[config.mk]
export PLATFORM = sky130hd
export DESIGN_NAME = byte_serial_adder
export DESIGN_NICKNAME = d
export VERILOG_FILES = /design/src/rtl/byte_serial_adder.sv
export SDC_FILE = /design/constraint.sdc
export NUM_CORES = 1
export LEC_CHECK = 0
export CAP_MARGIN = 20
export CORE_MARGIN = 5
export CORE_UTILIZATION = 45
export DETAILED_ROUTE_END_ITERATION = 8
export DONT_BUFFER_PORTS = 1
export GPL_ROUTABILITY_DRIVEN = 0
export SYNTH_ARGS = -nofsm -noshare
export SYNTH_HDL_FRONTEND = slang
export SYNTH_SLANG_ARGS = --single-unit
[constraint.sdc]
create_clock -name clk -period 2.75 [get_ports clk]
set_input_delay 0.275 -clock clk [delete_from_list [all_inputs] [get_ports clk]]
set_output_delay 0.275 -clock clk [all_outputs]
set_load 0.01 [all_outputs]
[src/rtl/byte_serial_adder.sv]
// Byte-serial adder: one 8-bit full adder reused once per byte lane, NBYTES cycles per operation.
// Optional subtract mode when BYTE_SERIAL_ADDER_SUB_EN is defined (adds port sub).
module byte_serial_adder #(
    parameter int NBYTES = 4
) (
    input  logic                  clk,
    input  logic                  reset,
    input  logic                  start,
    input  logic [8*NBYTES-1:0]   num1,
    input  logic [8*NBYTES-1:0]   num2,
    input  logic                  cin,
`ifdef BYTE_SERIAL_ADDER_SUB_EN
    input  logic                  sub,
`endif
    output logic                  busy,
    output logic                  done,
    output logic [8*NBYTES-1:0]   sum,
    output logic                  cout,
    output logic                  ovf
);

    localparam int W  = 8 * NBYTES;
    localparam int IW = $clog2(NBYTES);
    localparam logic [IW-1:0] LAST = IW'(NBYTES - 1);

    typedef enum logic [1:0] {IDLE, ADD, DONE} state_t;

    state_t        state, nxt;
    logic [IW-1:0] idx;
    logic [W-1:0]  a_q, b_q;
    logic          cin_q, carry;
    logic          accept;

    logic [7:0]    fa_a, fa_b, fa_s;
    logic          fa_ci, fa_co, c7;

    always_ff @(posedge clk or posedge reset) begin
        if (reset) state <= IDLE;
        else       state <= nxt;
    end

    always_comb begin
        nxt    = state;
        busy   = 1'b0;
        done   = 1'b0;
        accept = 1'b0;
        case (state)
            IDLE: begin
                accept = start;
                if (start) nxt = ADD;
            end
            ADD: begin
                busy = 1'b1;
                if (idx == LAST) nxt = DONE;
            end
            DONE: begin
                done   = 1'b1;
                accept = start;
                nxt    = start ? ADD : IDLE;
            end
            default: nxt = IDLE;
        endcase
    end

    // Shared byte adder; carry into bit 7 recovered from the sum bit for overflow.
    always_comb begin
        fa_a          = a_q[{idx, 3'b000} +: 8];
        fa_b          = b_q[{idx, 3'b000} +: 8];
        fa_ci         = (idx == '0) ? cin_q : carry;
        {fa_co, fa_s} = {1'b0, fa_a} + {1'b0, fa_b} + {8'd0, fa_ci};
        c7            = fa_a[7] ^ fa_b[7] ^ fa_s[7];
    end

    always_ff @(posedge clk or posedge reset) begin
        if (reset) begin
            a_q   <= '0;
            b_q   <= '0;
            cin_q <= 1'b0;
            carry <= 1'b0;
            idx   <= '0;
            sum   <= '0;
            cout  <= 1'b0;
            ovf   <= 1'b0;
        end else if (accept) begin
            a_q <= num1;
            idx <= '0;
`ifdef BYTE_SERIAL_ADDER_SUB_EN
            // Subtract as num1 + ~num2 + 1; cout=1 then means no borrow.
            b_q   <= sub ? ~num2 : num2;
            cin_q <= sub | cin;
`else
            b_q   <= num2;
            cin_q <= cin;
`endif
        end else if (state == ADD) begin
            sum[{idx, 3'b000} +: 8] <= fa_s;
            carry                   <= fa_co;
            idx                     <= (idx == LAST) ? '0 : idx + IW'(1);
            if (idx == LAST) begin
                cout <= fa_co;
                ovf  <= c7 ^ fa_co;
            end
        end
    end

endmodule

==> impl_results.md <==
* N_diodes at 0
* Worst Path Required at 3.00 ns
* CTS tree: done
* H-tree depth at 3
* Count of unique library cells instantiated by Yosys at 43
* Min-delay worst type: in -> reg
* Non-Filler Instances at 490
* Top cells by area, synth: dfrtp_1 55%, mux2_2 16%, mux4_2 7.7%
* Die X at 112 um
* Vias at 2703
* GRT Util Overall at 0.164
* Max Slew Vio Count at 0
* Total leakage power at 2.28 nW
* Clock Sinks at 104
* Unrepaired setup endpoints after global routing: yes
* Total congestion overflow at 0
* FFs w/ async S/R, synth at 1.00
* Crit end category: flop
* Port buffer count at 0
* Setup TNS at 0 ns
* Mapped Cells at 322
* Post-synth EDFFs at 0
* Fmax at 0.366 GHz
* CP Launch Type: flop
* Hold Fails Final Rpt at 0
* Final WL at 10000 um
* Max IR drop VDD at 0.696 mV
* Hold Crit Start: num1[19]
* Post-DP HPWL at 7540 um
* Row count at 37
* MaxCap Viol Count at 0
* Area leader, netlist: dfrtp_1
* Die Height at 112 um
* PnR worst setup slack at 0.0182 ns
* DR vias/cell at 5.52
* Worst-path maximum fanout at 7
* Worst R2R Path Depth at 11
* Post-DP Area at 0.00504 mm2
* First-pass GRT wire length at 16400 um
* Ports at 104
* Starting Density at 0.458
* Root Buffer: clkbuf_8
* Most frequent cells in the layout: 103 x dfrtp_1, 65 x mux2_2, 21 x a22o_1
* Highest Signal Layer: met4
* Worst-path clk slew at 0.10 ns
* Yosys warns at 0
* Placed Cells incl. Taps at 463
* Clock Tree Buf Depth at 2
* Worst Skew at 0.0105 ns
* Cell Area, Synth at 0.00471 mm2
* Prevailing post-synth register cell: dfrtp_1
* Pre-CTS WS at -0.0315 ns
* Synth Net Count at 405
* Core Region at 0.0103 mm2
* Flop2flop setup slack at 0.02 ns
* Final setup violation count at 0
* Vias in the first global route at 2967
* Fin crit period at 2.73 ns
* Syn_area_per_cell at 14.6 um2
* Most common cell after layout, fill and taps aside: dfrtp_1
* Layout Nets at 432
* WL met1 at 4100 um
* R2r endpoint: sum[14]
* Kind of critical path: reg -> reg
* Met2 WL post-DR at 4940 um
* 1st-pass router iterations at 4
* Antenna violations before repair at 0
* Yosys reg bits at 104
* Largest net degree at the start of global routing at 55
* DRC errors left at 0
* Worst reg2reg path startpoint: idx[0]
* Area added between synthesis and finish at 14.7%
* Slew headroom at 0.430
* Post-route ant nets at 0
* Worst Path Arrival at 2.98 ns
* Worst Max-Slew Pin Slew at 0.854 ns
* DIE AREA at 0.0126 mm2
* Post-synthesis sequential area ratio at 0.553
* Outcome: finished, final reports clean
* Initial drt markers at 173
* Top cell type's share of synthesized area at 0.553
* Worst Hold Depth at 1
* Fin crit share at 0.993
* Skew-Pair Late Insertion Delay at 0.36 ns
* PwrDens at 1620 mW/mm2
* Clock buffers created by TritonCTS at 9
* Layout cell share with drive strength beyond 1 at 0.449
* DR WL/cell at 20.4 um
* Hold Slack at 0.0556 ns
* Met3 WL post-DR at 905 um
* Post-route design area at 0.00540 mm2
* Hold path endpoint: a_q[19]
-- worst max-delay path by stage --
stage / startpoint / end / slack [ns] / cells after the start
after global routing: idx[0] / sum[12] / -0.11 / 11
after CTS: idx[0] / sum[7] / 0.003 / 8
after detailed placement: idx[0] / sum[31] / -0.03 / 8
after global placement: idx[0] / sum[7] / 0.02 / 8
final: idx[0] / sum[14] / 0.02 / 11
after floorplan: idx[1] / sum[30] / 0.02 / 13
-- cells by family after synthesis --
family / Yosys count / share of synthesized area
AOI/OAI and AO/OA: 52 / 0.0856
xor gates and xnor gates: 5 / 0.0109
adders and majority gates: 15 / 0.0431
buffers and inverters: 22 / 0.0207
DFF: 104 / 0.553
muxes: 82 / 0.234
and+or+nand+nor: 42 / 0.0524
-- cell usage after synthesis, drive strengths merged, types with 4 or more instances --
master  instances
dfrtp         104
mux2           65
nand2          20
nor3            4
nor2            5
mux4           16
ha             13
o21ai          12
a22o           25
inv            11
buf            10
a21oi           4
-- sequential cells by signal, summed over array words and instances (netlist names) --
name and count:
cin_q 1, b_q 32, sum 32, carry 1, idx 2, a_q 32, ovf 1, cout 1
state 2
-- timing repair --
| item | 4_1_cts | 5_1_grt |
|---|---|---|
| hold endpoints to repair | 36 | 0 |
| hold buffers | 1 | 0 |
| gates resized for setup | 5 | 17 |
| pin swaps | 2 | 14 |
| setup buffers | 5 | 5 |
| endpoints found under the setup margin | 8 | 19 |
-- stage by stage --
| step | total power [mW] | utilization |
|---|---|---|
| 5_1_grt | 9.45 | 0.525 |
| 3_3_place_gp | 7.15 | 0.490 |
| 3_5_place_dp | 7.25 | 0.490 |
| 4_1_cts | 8.36 | 0.514 |
| 2_1_floorplan | 5.93 | - |
| 6_report | 8.74 | 0.525 |
-- area by class of cell --
cell class | count | area [um2]
Inverter | 11 | 47.5
Sequential cell | 104 | 2600
Fill cell | 896 | 4880
Clock inverter | 7 | 53.8
Multi-Input combinational cell | 196 | 2120
Tap cell | 136 | 170
Timing Repair Buffer | 27 | 283
Clock buffer | 9 | 124
-- power breakdown --
group | switching, mW | internal, mW
sequential | 0.507 | 2.21
clock | 0.530 | 0.336
combinational | 2.54 | 2.62
total | 3.58 | 5.16
-- routing by layer --
| metal | global-route usage | up-vias |
|---|---|---|
| li1 | - | 1248 |
| met1 | 0.209 | 1360 |
| met2 | 0.267 | 88 |
| met3 | 0.0679 | 7 |
| met4 | 0.0313 | 0 |
| met5 | 0 | - |
-- worst max-delay path, cell delays in order (launching register included) --
cell and delay [ns]:
dfrtp_2 0.50, buf_6 0.13, mux4_2 0.49, inv_2 0.08
fa_2 0.21, inv_2 0.04, fa_2 0.36, a21o_1 0.21
a21oi_4 0.16, o21ai_2 0.08, xor2_2 0.18, a22o_1 0.21
No activity file was read; power rests on OpenSTA's default activity.
